$ cat config.mk
export PLATFORM = sky130hd
export DESIGN_NAME = video_timing_gen
export DESIGN_NICKNAME = d
export VERILOG_FILES = /design/src/rtl/video_timing_gen.sv
export SDC_FILE = /design/constraint.sdc
export NUM_CORES = 1
export LEC_CHECK = 0
export CAP_MARGIN = 25
export CELL_PAD_IN_SITES_DETAIL_PLACEMENT = 1
export CELL_PAD_IN_SITES_GLOBAL_PLACEMENT = 1
export CORE_MARGIN = 10
export CORE_UTILIZATION = 42
export DETAILED_ROUTE_END_ITERATION = 8
export GPL_TIMING_DRIVEN = 0
export PLACE_DENSITY_LB_ADDON = 0.1
export SKIP_CTS_REPAIR_TIMING = 1
export SLEW_MARGIN = 20
export SYNTH_ARGS = -nofsm -noshare
export SYNTH_HDL_FRONTEND = slang
export SYNTH_SLANG_ARGS = --single-unit
$ cat constraint.sdc
create_clock -name s_axi_aclk -period 7.6 [get_ports s_axi_aclk]
set_input_delay 0.76 -clock s_axi_aclk [delete_from_list [all_inputs] [get_ports s_axi_aclk]]
set_output_delay 0.76 -clock s_axi_aclk [all_outputs]
set_load 0.02 [all_outputs]
$ cat src/rtl/video_timing_gen.sv
// Raster timing generator: free-running cx/cy counters, frame and image-change pulses,
// and sync/active/data outputs delayed to line up with the image sender's rgb latency.
module video_timing_gen #(
   parameter int unsigned FRAME_WIDTH   = 1376,
   parameter int unsigned FRAME_HEIGHT  = 810,
   parameter int unsigned SCREEN_WIDTH  = 1024,
   parameter int unsigned SCREEN_HEIGHT = 768,
   parameter int unsigned H_SYNC_START  = 1048,
   parameter int unsigned H_SYNC_END    = 1184,
   parameter int unsigned V_SYNC_START  = 771,
   parameter int unsigned V_SYNC_END    = 777,
   parameter int unsigned BIT_WIDTH     = 12,
   parameter int unsigned BIT_HEIGHT    = 11,
   parameter int unsigned RGB_LATENCY   = 2
) (
   input  logic                  s_axi_aclk,
   input  logic                  s_axi_aresetn,
   input  logic                  enable,
   input  logic [15:0]           frames_per_image,
   input  logic                  image_change_req,
   input  logic [23:0]           rgb,
   output logic [BIT_WIDTH-1:0]  cx,
   output logic [BIT_HEIGHT-1:0] cy,
   output logic                  frame_start,
   output logic                  image_change,
   output logic                  vid_hsync,
   output logic                  vid_vsync,
   output logic                  vid_active,
   output logic [23:0]           vid_data,
   output logic [31:0]           frame_count
);

   localparam logic [BIT_WIDTH-1:0]  CxLast   = BIT_WIDTH'(FRAME_WIDTH - 1);
   localparam logic [BIT_WIDTH-1:0]  CxPen    = BIT_WIDTH'(FRAME_WIDTH - 2);
   localparam logic [BIT_WIDTH-1:0]  CxScreen = BIT_WIDTH'(SCREEN_WIDTH);
   localparam logic [BIT_WIDTH-1:0]  CxHsOn   = BIT_WIDTH'(H_SYNC_START);
   localparam logic [BIT_WIDTH-1:0]  CxHsOff  = BIT_WIDTH'(H_SYNC_END);
   localparam logic [BIT_HEIGHT-1:0] CyLast   = BIT_HEIGHT'(FRAME_HEIGHT - 1);
   localparam logic [BIT_HEIGHT-1:0] CyScreen = BIT_HEIGHT'(SCREEN_HEIGHT);
   localparam logic [BIT_HEIGHT-1:0] CyVsOn   = BIT_HEIGHT'(V_SYNC_START);
   localparam logic [BIT_HEIGHT-1:0] CyVsOff  = BIT_HEIGHT'(V_SYNC_END);

   logic                   run_q, run_d;
   logic [BIT_WIDTH-1:0]   cx_q, cx_d;
   logic [BIT_HEIGHT-1:0]  cy_q, cy_d;
   logic                   frame_start_q, frame_start_d;
   logic                   image_change_q, image_change_d;
   logic                   pending_q, pending_d;
   logic [15:0]            div_q, div_d;
   logic [31:0]            frame_count_q, frame_count_d;
   logic [RGB_LATENCY-1:0] hs_pipe_q, hs_pipe_d, vs_pipe_q, vs_pipe_d, act_pipe_q, act_pipe_d;
   logic                   vid_hsync_q, vid_vsync_q, vid_active_q;
   logic [23:0]            vid_data_q, vid_data_d;

   logic line_end, frame_end, pre_end, auto_due, fire, live;
   logic raw_hs, raw_vs, raw_act;

   assign live      = enable && run_q;
   assign line_end  = (cx_q == CxLast);
   assign frame_end = line_end && (cy_q == CyLast);
   // Decide the pulse one pixel early so it is registered onto the last pixel.
   assign pre_end   = (cx_q == CxPen) && (cy_q == CyLast);
   assign auto_due  = (frames_per_image != 16'd0) && (div_q >= frames_per_image - 16'd1);
   assign fire      = live && pre_end && (pending_q || image_change_req || auto_due);

   assign raw_hs  = live && (cx_q >= CxHsOn) && (cx_q < CxHsOff);
   assign raw_vs  = live && (cy_q >= CyVsOn) && (cy_q < CyVsOff);
   assign raw_act = live && (cx_q < CxScreen) && (cy_q < CyScreen);

   always_comb begin
      run_d          = enable;
      cx_d           = '0;
      cy_d           = '0;
      frame_start_d  = 1'b0;
      image_change_d = 1'b0;
      div_d          = '0;
      frame_count_d  = '0;
      // A request landing on the pulse cycle is absorbed; otherwise it is held, even when idle.
      pending_d      = image_change_q ? 1'b0 : (pending_q || image_change_req);

      if (enable) begin
         if (!run_q) begin
            frame_start_d = 1'b1;
         end else begin
            cx_d           = cx_q + BIT_WIDTH'(1);
            cy_d           = cy_q;
            div_d          = div_q;
            frame_count_d  = frame_count_q;
            image_change_d = fire;
            if (fire) begin
               pending_d = 1'b0;
            end
            if (line_end) begin
               cx_d = '0;
               cy_d = cy_q + BIT_HEIGHT'(1);
            end
            if (frame_end) begin
               cy_d          = '0;
               frame_start_d = 1'b1;
               frame_count_d = frame_count_q + 32'd1;
               div_d         = image_change_q ? 16'd0 : div_q + 16'd1;
            end
         end
      end

      hs_pipe_d  = RGB_LATENCY'({hs_pipe_q, raw_hs});
      vs_pipe_d  = RGB_LATENCY'({vs_pipe_q, raw_vs});
      act_pipe_d = RGB_LATENCY'({act_pipe_q, raw_act});
      vid_data_d = act_pipe_q[RGB_LATENCY-1] ? rgb : 24'h0;
   end

   always_ff @(posedge s_axi_aclk or negedge s_axi_aresetn) begin
      if (!s_axi_aresetn) begin
         run_q          <= 1'b0;
         cx_q           <= '0;
         cy_q           <= '0;
         frame_start_q  <= 1'b0;
         image_change_q <= 1'b0;
         pending_q      <= 1'b0;
         div_q          <= '0;
         frame_count_q  <= '0;
         hs_pipe_q      <= '0;
         vs_pipe_q      <= '0;
         act_pipe_q     <= '0;
         vid_hsync_q    <= 1'b0;
         vid_vsync_q    <= 1'b0;
         vid_active_q   <= 1'b0;
         vid_data_q     <= '0;
      end else begin
         run_q          <= run_d;
         cx_q           <= cx_d;
         cy_q           <= cy_d;
         frame_start_q  <= frame_start_d;
         image_change_q <= image_change_d;
         pending_q      <= pending_d;
         div_q          <= div_d;
         frame_count_q  <= frame_count_d;
         hs_pipe_q      <= hs_pipe_d;
         vs_pipe_q      <= vs_pipe_d;
         act_pipe_q     <= act_pipe_d;
         vid_hsync_q    <= hs_pipe_q[RGB_LATENCY-1];
         vid_vsync_q    <= vs_pipe_q[RGB_LATENCY-1];
         vid_active_q   <= act_pipe_q[RGB_LATENCY-1];
         vid_data_q     <= vid_data_d;
      end
   end

   assign cx           = cx_q;
   assign cy           = cy_q;
   assign frame_start  = frame_start_q;
   assign image_change = image_change_q;
   assign vid_hsync    = vid_hsync_q;
   assign vid_vsync    = vid_vsync_q;
   assign vid_active   = vid_active_q;
   assign vid_data     = vid_data_q;
   assign frame_count  = frame_count_q;

endmodule
==> metrics.md, run 1 <==
| Metric | Value |
|---|---|
| Relative slew slack | roughly a third |
| Gr usage total | 19.7% |
| Slew Limit Fails | 0 |
| First-pass DRT Iterations | 5 |
| Routability cong. | approximately 0.82 |
| Final std cells w/o fill | between 800 and 900 |
| Fraction of layout cells with a size suffix above 1 | under 10% |
| Antenna diodes | 0 |
| Clock power share | between 40% and 50% |
| CTS tree | built |
| Site Rows | 42 |
| Post-route ant nets | 0 |
| Total CTS buffers | 9 |
| Initial Util | roughly 43% |
| Arr. time, crit path | 3840 ps |
| Worst path required time | roughly 7800 ps |
| Top cells by area, synth | dfrtp_1 (48%), ha_1 (5.6%), xor2_1 (3.9%), or4_1 (3.6%), nor2_1 (3.4%) |
| Worst IR Drop VDD | ~0.13 mV |
| Final worst path period need | roughly 3600 ps |
| Final hold violations | 0 |
| Synthesized cell area | approximately 5600 sq um |
| Setup_tns | 0 ps |
| LEAKAGE | about 0.003 uW |
| Worst Clk Skew | just over 8 ps |
| Average wire per standard cell | 19.8 um |
| First-pass GRT wire length | between 20 and 30 mm |
| Die Width | 135 um |
| Clock Pin Slew Worst Setup and Hold Paths | ~70 ps |
| Placed cells | 874 |
| CTS root buffer | clkbuf_16 |
| Seq/Total Area, Yosys | around 48% |
| Yosys top cell area share | 48.3% |
| Total global routing overflow | 0 |
| Max clock buf depth | 2 |
| P per Cell Area | 155 nW/um^2 |
| Max_cap viols | 0 |
| Die area | roughly 18000 sq um |
| Main synth FF type | dfrtp_1 |
| Logic pwr share | 8.3% |
| H-tree depth | 3 |
| Drt via density | 5.68 |
| RSZ-0062 raised after global routing | no |
| Total Wirelength | between 15 and 20 mm |
| Yosys cell types | 45 |
| Clock Sinks | ~110 |
| Max Fclk | approximately 0.28 GHz |
| Top Ports | roughly 130 |
| CP Capture Type | flop |
| Number of global-route vias before repair | around 5400 |
| Die height | between 100 and 150 um |
| Largest net degree at the start of global routing | 65 |
| Drt first-iter violations | approximately 230 |
| Post-DP HPWL | 13.4 mm |
| Core area | approximately 13000 sq um |
| WHS | around 330 ps |
| Hold Path Class | in2async |
| Post-synth EDFFs | 0 |
| Status | completed |
| Critical path class | in2reg |
| Switching share of total power | a little under a quarter |
| P_sw | approximately 270 uW |
| Avg Cell Area, Syn | around 10 sq um |
| Sequential power share | 50.6% |
| Async S/R FF share, synth | 100% |
| Cell Int Power | a little under 900 uW |
| Post-Syn Nets | 639 |
| Most common cell after layout, fill and taps aside | clkdlybuf4s50_1 |
| Crit-path max FO | 5 |
| Vias | just over 5000 |
| Clk_lat worst skew | 360 ps |
| Worst-Margin Slew | 969 ps |
| Final net count | roughly 800 |
| # port buffers | roughly 130 |
| Antenna violations before repair | 0 |
| Register bit total from synthesis | 108 |
| Synth warnings | 0 |
| Tcrit/Tclk final | 47.4% |
| Setup Viol. Count Final | 0 |
| Drc violations | 0 |
| Commonest cells after routing, fill and taps aside | clkdlybuf4s50_1 (126), dfrtp_1 (108), nor2_1 (50) |
| Post-Synthesis Cells | 570 |
| Synth area leader | dfrtp_1 |
| CP Launch Type | input port |
| Layout area overhead | 32.5% |
state kept, by name, summed over array words and instances, names as in the netlist:
register      cells
act_pipe_q        2
frame_count      32
image_change      1
vid_data         24
cy               11
frame_start       1
cx               12
vid_active        1
pending_q         1
vid_hsync         1
vid_vsync         1
div_q            16
vs_pipe_q         2
hs_pipe_q         2
run_q             1
cells by family (layout without fill, tap and decap cells):
logic type                 Yosys count  after routing  synth area share (%)
and+or+nand+nor                    273            273                  27.3
DFF                                108            108                  48.3
AOI/OAI and AO/OA                   78             78                  8.76
xor gates and xnor gates            44             44                  6.88
buffers and inverters               39            183                  2.66
adders and majority gates           25             25                  5.59
muxes                                3              3                 0.536
cell type report:
class / count / area, sq um
inverter: 18 / 67.6
buffer: 21 / 81.3
tap: 176 / 220
clock buffer: 10 / 229
clock inverter: 6 / 65.1
timing repair buffer: 128 / 1300
sequential: 108 / 2700
fill: 1466 / 5720
multi-input combinational: 423 / 2750
through the flow:
step	utilization [%]	cell area (sq um)	power, uW	worst slack (ps)
2_1_floorplan	-	5600	628	4670
6_report	56.5	7420	1150	3990
5_1_grt	56.5	7420	1200	3660
3_5_place_dp	54.2	7130	693	3670
3_3_place_gp	54.0	7090	688	1570
4_1_cts	56.5	7420	1170	4040
Yosys cell counts (14+ instances only):
cell      count
nor4_1       16
clkbuf_1     18
o211ai_1     16
xnor2_1      19
or4_1        27
nor2_1       50
inv_1        18
dfrtp_1     108
xor2_1       25
ha_1         25
nand3_1      30
a21oi_1      26
nand4_1      29
nand2_1      40
o21ai_0      14
and2_1       27
path summary, 6_finish.rpt:
check	cells past startpoint	from	end	slack, ps
max	12	frames_per_image[4]	image_change$_DFF_PN0_	3990
min	1	s_axi_aresetn	vid_data[21]$_DFF_PN0_	330
max reg2reg	8	cx[1]$_DFF_PN0_	frame_count[27]$_DFFE_PN0P_	4630
min reg2reg	0	hs_pipe_q[1]$_DFF_PN0_	vid_hsync$_DFF_PN0_	370
max in group asynchronous	2	s_axi_aresetn	frame_count[22]$_DFFE_PN0P_	6580
min in group s_axi_aclk	0	hs_pipe_q[1]$_DFF_PN0_	vid_hsync$_DFF_PN0_	370
worst max-delay path, cell delays in order:
cell	delay [ps]
clkdlybuf4s50_1	490
nor4_1	410
nand2b_1	160
nor4_1	600
nand2_1	140
xor2_1	170
ha_1	290
a21oi_1	130
nor2b_1	70
o21ai_0	160
nor4bb_1	330
a21oi_1	120
per-layer routing:
layer	global-route usage [%]	up-vias	routed length, um
met1	23.8	2558	7560
met4	5.68	0	316
met3	5.38	26	907
met2	33.7	117	8850
met5	0	-	0
li1	-	2351	-
power by group through the flow:
stage / Clock [uW] / Combinational (uW) / Sequential [uW]
finish: 473 / 96.2 / 584
CTS: 488 / 98.3 / 584
floorplan: 0 / 25.8 / 603
global placement: 0 / 92.6 / 595
global route: 510 / 106 / 584
detailed placement: 0 / 97.7 / 595
Note: power is estimated with default switching activity, not from simulation.
==> run 2, diff against run 1 <==
CORE_UTILIZATION = 35   (was 42)
clock period = 3.3 ns   (was 7.6 ns; I/O delays follow)
==> metrics.md, run 2 (same netlist as run 1, synthesis figures left out) <==
| Metric | Value |
|---|---|
| Total CTS buffers | 9 (unchanged) |
| CP Capture Type | flop (unchanged) |
| Fill cells | 1767 (was 1466) |
| Crit-path max FO | 10 (was 5) |
| Crit-path slowest cell | nor3_2 (was nor4_1) |
| Final hold violations | 0 (unchanged) |
| Vias | 4945 (was 5052) |
| Final worst path period need | just under 3000 ps |
| Status | completed (unchanged) |
| Worst-Margin Slew | 975 ps (was 969 ps) |
| Worst reg2reg path depth | 8 (unchanged) |
| Commonest cells after routing, fill and taps aside | clkdlybuf4s50_1 (126), dfrtp_1 (108), nor2_1 (50) (unchanged) |
| Clk_lat worst skew | 360 ps (about the same) |
| Switching share of total power | 25.1% (was 23.8%) |
| Fraction of layout cells with a size suffix above 1 | 4.20% (was 3.92%) |
| Hold EP | act_pipe_q[1]$_DFF_PN0_ |
| Site Rows | 46 (was 42) |
| Met1 usage | 19.9% (was 23.8%) |
| First-pass GRT wire length | 29.0 mm (was 29.1 mm) |
| Most used cell, CP | clkbuf_1 |
| Largest net degree at the start of global routing | 67 (was 65) |
| P per Cell Area | 364 nW/um^2 (was 155 nW/um^2) |
| Most common cell after layout, fill and taps aside | clkdlybuf4s50_1 (unchanged) |
| Layout area overhead | 34.0% (was 32.5%) |
| CP Launch Type | flop (was input port) |
| Max_cap viols | 0 (unchanged) |
| Gr usage total | 16.4% (was 19.7%) |
| Setup_tns | 0 ps (unchanged) |
| Post-route ant nets | 0 (unchanged) |
| Arr. time, crit path | 3170 ps (was 3840 ps) |
| Final net count | 779 (was 778) |
| Tcrit/Tclk final | about nine tenths |
| Hold depth | 0 |
| Average wire per standard cell | 18.9 um (was 19.8 um) |
| Die area | 21500 sq um (was 18300 sq um) |
| Hold Path Class | reg2reg (was in2async) |
| Routability cong. | 0.771 (was 0.818) |
| Total power | 2730 uW (was 1150 uW) |
| RSZ-0062 raised after global routing | no (unchanged) |
| Routing usage on met3 | 3.40% (was 5.38%) |
| GRT met2 Usage | 28.6% (was 33.7%) |
| CTS tree | built (unchanged) |
| P_sw | 686 uW (was 274 uW) |
| First-pass DRT Iterations | 4 (was 5) |
| Core area | 15800 sq um (was 13100 sq um) |
| Setup Viol. Count Final | 0 (unchanged) |
| CP max stage delay | 620 ps (was 600 ps) |
| Logic pwr share | 8.1% (was 8.3%) |
| Antenna diodes | 0 (unchanged) |
| Total global routing overflow | 0 (unchanged) |
| Antenna violations before repair | 0 (unchanged) |
| Worst path required time | 3520 ps (was 7830 ps) |
| Worst reg2reg endpoint | frame_count[27]$_DFFE_PN0P_ (unchanged) |
| Max Fclk | 0.340 GHz |
| Slew Limit Fails | 0 (unchanged) |
| Drt first-iter violations | 209 (was 234) |
| Cell Int Power | 2040 uW (was 879 uW) |
| Clock Sinks | 108 (unchanged) |
| Top Ports | 128 (unchanged) |
| Reg2reg setup slack | 360 ps (was 4630 ps) |
| Critical path class | reg2reg (was in2reg) |
| Number of global-route vias before repair | 5320 (was 5426) |
| # port buffers | 127 (unchanged) |
| Worst IR Drop VDD | 0.228 mV (was 0.128 mV) |
| Max clock buf depth | 2 (unchanged) |
| Sequential power share | 49.2% (was 50.6%) |
| Worst Clk Skew | 5.63 ps (was 8.20 ps) |
| Die height | 146 um (was 135 um) |
| Clock Pin Slew Worst Setup and Hold Paths | 80 ps (was 70 ps) |
| Relative slew slack | 34.5% (was 34.8%) |
| Ordered list of cells on the worst path | ha_1 -> nand3_1 -> nor3_2 -> a21oi_1 -> clkbuf_1 -> clkbuf_1 -> o211ai_1 -> o31ai_1 (was clkdlybuf4s50_1 -> nor4_1 -> nand2b_1 -> nor4_1 -> nand2_1 -> xor2_1 -> ha_1 -> a21oi_1 -> nor2b_1 -> o21ai_0 -> nor4bb_1 -> a21oi_1) |
| LEAKAGE | 0.00303 uW (was 0.00301 uW) |
| Drt via density | 5.31 (was 5.68) |
| CTS root buffer | clkbuf_16 (unchanged) |
| Max reg flops | 32 (unchanged) |
| Die Width | 146 um (was 135 um) |
| H-tree depth | 3 (unchanged) |
| Clock power share | 42.7% (was 41.0%) |
| GRT busiest layer | met2 (unchanged) |
| Post-DP HPWL | 13.2 mm (was 13.4 mm) |
| R2r startpoint | cx[1]$_DFF_PN0_ (unchanged) |
| Total Wirelength | 17.6 mm (about the same) |
| Hold Path Origin | act_pipe_q[0]$_DFF_PN0_ |
| Initial Util | 35.5% (was 42.6%) |
| Drc violations | 0 (unchanged) |
==> run 2: changes by cell type in the layout (fill, tap and decap cells not counted) <==
cell,before,now
clkinvlp_4,1,0
inv_6,0,2
nor4_2,2,3
inv_8,0,2
dlygate4sd3_1,0,1
clkbuf_1,19,18
nor4_1,15,14
clkinv_2,2,0
==> run 2: how the worst max path moves through the flow <==
stage                             start                          end  cells past startpoint
floorplan             cy[7]$_DFFE_PN0P_  frame_count[11]$_DFFE_PN0P_                      6
global route            cx[1]$_DFF_PN0_  frame_count[27]$_DFFE_PN0P_                      8
CTS                 frames_per_image[4]       image_change$_DFF_PN0_                     12
finish                  cx[1]$_DFF_PN0_  frame_count[27]$_DFFE_PN0P_                      8
global placement          s_axi_aresetn              cx[7]$_DFF_PN0_                      1
detailed placement  frames_per_image[4]       image_change$_DFF_PN0_                     12
==> run 2: area by class of cell <==
class	count	area, sq um	share of cell area, %
clock buffer	9	225	3.00
sequential	108	2700	36.0
multi-input combinational	423	2760	36.8
buffer	21	81.3	1.08
timing repair buffer	129	1310	17.5
clock inverter	7	87.6	1.17
tap	216	270	3.60
inverter	18	67.6	0.900
==> run 2: power by group through the flow <==
stage | clock network [uW] | logic (uW) | registers, uW
after floorplan | 0 | 59.5 | 1390
final | 1160 | 222 | 1340
after CTS | 1190 | 227 | 1340
after global placement | 0 | 216 | 1370
after detailed placement | 0 | 225 | 1370
after global routing | 1260 | 246 | 1350
==> run 2: metrics by stage <==
stage / instances / hold slack [ps] / instance area (sq um) / util (%) / setup slack (ps)
6_report: 931 / 359 / 7500 / 47.6 / 357
5_1_grt: 931 / 367 / 7500 / 47.6 / 100
4_1_cts: 930 / -96.3 / 7490 / 47.5 / 190
3_5_place_dp: 914 / 293 / 7180 / 45.5 / -188
3_3_place_gp: 913 / 339 / 7140 / 45.3 / -2500
2_1_floorplan: 570 / 34.4 / 5600 / - / 746
==> run 2: routing by layer <==
layer,vias up,wire length (um)
met4,0,212
met5,-,0
met3,15,653
met2,88,8950
li1,2353,-
met1,2489,7800
==> run 2: worst max-delay path, delay by kind of cell, from the launching register on <==
| family | cells | cell delay [ps] |
|---|---|---|
| and+or+nand+nor | 2 | 760 |
| buffers and inverters | 2 | 690 |
| AOI/OAI and AO/OA | 3 | 670 |
| DFF | 1 | 440 |
| adders and majority gates | 1 | 230 |
==> run 3, diff against run 2 <==
CORE_MARGIN = 3   (was 10)
==> metrics.md, run 3 (same netlist as run 1, synthesis figures left out) <==
| Metric | Value |
|---|---|
| Top Ports | 128 (unchanged) |
| Post-route ant nets | 0 (unchanged) |
| Switching share of total power | 26.0% (was 25.1%) |
| Relative slew slack | 34.8% (was 34.5%) |
| CP Capture Type | flop (unchanged) |
| Fraction of layout cells with a size suffix above 1 | 4.34% (was 4.20%) |
| Max Fclk | 0.339 GHz (was 0.340 GHz) |
| Max reg flops | 32 (unchanged) |
| Max clock buf depth | 2 (unchanged) |
| Slew Limit Fails | 0 (unchanged) |
| Setup Viol. Count Final | 0 (unchanged) |
| Commonest cells after routing, fill and taps aside | clkdlybuf4s50_1 (126), dfrtp_1 (108), nor2_1 (50) (unchanged) |
| Cell Int Power | 1980 uW (was 2040 uW) |
| CP Launch Type | input port (was flop) |
| Arr. time, crit path | 3180 ps (was 3170 ps) |
| First-pass GRT wire length | 28.8 mm (was 29.0 mm) |
| Sequential power share | 50.3% (was 49.2%) |
| Initial Util | 36.3% (was 35.5%) |
| Clk_lat worst skew | 360 ps (about the same) |
| Post-DP HPWL | 12.7 mm (was 13.2 mm) |
| Ordered list of cells on the worst path | clkdlybuf4s50_1 -> nor4_4 -> nand2b_1 -> nor4_4 -> nand2_1 -> xor2_1 -> ha_1 -> a21oi_1 -> nor2b_1 -> o21ai_0 -> nor4bb_1 -> a21oi_1 (was ha_1 -> nand3_1 -> nor3_2 -> a21oi_1 -> clkbuf_1 -> clkbuf_1 -> o211ai_1 -> o31ai_1) |
| Die Width | 132 um (was 146 um) |
| Max_cap viols | 0 (unchanged) |
| Worst path required time | 3530 ps (was 3520 ps) |
| Tcrit/Tclk final | 89.4% (was 89.2%) |
| # port buffers | 127 (unchanged) |
| Most common cell after layout, fill and taps aside | clkdlybuf4s50_1 (unchanged) |
| Gr usage total | 20.0% (was 16.4%) |
| Die area | 17600 sq um (was 21500 sq um) |
| Antenna violations before repair | 0 (unchanged) |
| Total global routing overflow | 0 (unchanged) |
| Logic pwr share | 8.4% (was 8.1%) |
| Final hold violations | 0 (unchanged) |
| Critical path class | in2reg (was reg2reg) |
| Drt via density | 5.39 (was 5.31) |
| Number of global-route vias before repair | 5543 (was 5320) |
| Layout area overhead | 34.2% (was 34.0%) |
| Die height | 132 um (was 146 um) |
| Total CTS buffers | 9 (unchanged) |
| Crit-path max FO | 5 (was 10) |
| Site Rows | 45 (was 46) |
| Drc violations | 0 (unchanged) |
| Worst IR Drop VDD | 0.240 mV (was 0.228 mV) |
| Total Wirelength | 17.1 mm (was 17.6 mm) |
| CTS root buffer | clkbuf_16 (unchanged) |
| Setup_tns | 0 ps (unchanged) |
| Largest net degree at the start of global routing | 57 (was 67) |
| Drt first-iter violations | 196 (was 209) |
| Clock power share | 41.3% (was 42.7%) |
| Final net count | 779 (unchanged) |
| H-tree depth | 3 (unchanged) |
| P per Cell Area | 356 nW/um^2 (was 364 nW/um^2) |
| Hold Path Class | reg2reg (unchanged) |
| Clock Sinks | 108 (unchanged) |
| First-pass DRT Iterations | 4 (unchanged) |
| P_sw | 695 uW (was 686 uW) |
| Status | completed (unchanged) |
| Final worst path period need | 2950 ps (was 2940 ps) |
| Routability cong. | 0.787 (was 0.771) |
| Worst-Margin Slew | 970 ps (was 975 ps) |
| CTS tree | built (unchanged) |
| Vias | 4988 (was 4945) |
| Clock Pin Slew Worst Setup and Hold Paths | 80 ps (about the same) |
| Setup ws final | 349 ps (was 357 ps) |
| Antenna diodes | 0 (unchanged) |
| Core area | 15400 sq um (was 15800 sq um) |
| Worst Clk Skew | 10.9 ps (was 5.63 ps) |
| CP max stage delay | 530 ps (was 620 ps) |
| Dpl ws | -368 ps (was -188 ps) |
| Crit-path slowest cell | clkdlybuf4s50_1 (was nor3_2) |
| Total power | 2670 uW (was 2730 uW) |
| RSZ-0062 raised after global routing | no (unchanged) |
| Average wire per standard cell | 18.4 um (was 18.9 um) |
| LEAKAGE | 0.00303 uW (about the same) |
[run 3: cell types whose count changed in the layout (fill, tap and decap cells not counted), sizes merged]
cell	change
bufinv	-1
clkinv	+1
[run 3: path summary, 6_finish.rpt]
path	start	to	slack, ps	depth (start not counted)
setup / recovery	frames_per_image[4]	image_change$_DFF_PN0_	350	12
hold reg to reg	vs_pipe_q[0]$_DFF_PN0_	vs_pipe_q[1]$_DFF_PN0_	350	0
hold / removal	vs_pipe_q[0]$_DFF_PN0_	vs_pipe_q[1]$_DFF_PN0_	350	0
setup reg to reg	cx[0]$_DFF_PN0_	frame_count[27]$_DFFE_PN0P_	370	8
min in group asynchronous	s_axi_aresetn	vid_data[18]$_DFF_PN0_	480	2
max in group asynchronous	s_axi_aresetn	cx[4]$_DFF_PN0_	2140	3
[run 3: per-stage QoR]
stage | instance area, sq um | hold WS (ps) | utilization, % | std cells
6_report | 7510 | 352 | 48.7 | 926
5_1_grt | 7510 | 361 | 48.7 | 926
3_5_place_dp | 7170 | 321 | 46.5 | 909
4_1_cts | 7470 | -82.3 | 48.4 | 925
3_3_place_gp | 7130 | 338 | 46.2 | 908
2_1_floorplan | 5600 | 34.4 | - | 570
[run 3: power by group through the flow]
stage,Combinational [uW],Clock [uW],Sequential (uW)
final,225,1100,1340
after global routing,248,1190,1350
after CTS,226,1150,1340
after detailed placement,225,0,1370
after global placement,214,0,1370
after floorplan,59.5,0,1390
[run 3: cell type report]
type                    instances  area (sq um)
inverters                      18          67.6
fillers                      1778          7920
clock inverters                 7          77.6
plain buffers                  21          81.3
flip-flops and latches        108          2700
well taps                     211           264
clock buffers                   9           225
repair buffers                129          1310
multi-input cells             423          2780
[run 3: per-layer routing]
metal | part of all wire, % | GRT usage (%)
met5 | 0 | 0
met3 | 3.4 | 3.80
met4 | 1.8 | 5.95
met1 | 44 | 25.2
met2 | 50 | 35.0
[run 3: worst max-delay path: cells and delay by family]
family / cells / cell delay, ps
AOI/OAI and AO/OA: 3 / 440
xor gates and xnor gates: 1 / 150
adders and majority gates: 1 / 310
buffers and inverters: 1 / 530
and+or+nand+nor: 6 / 1400
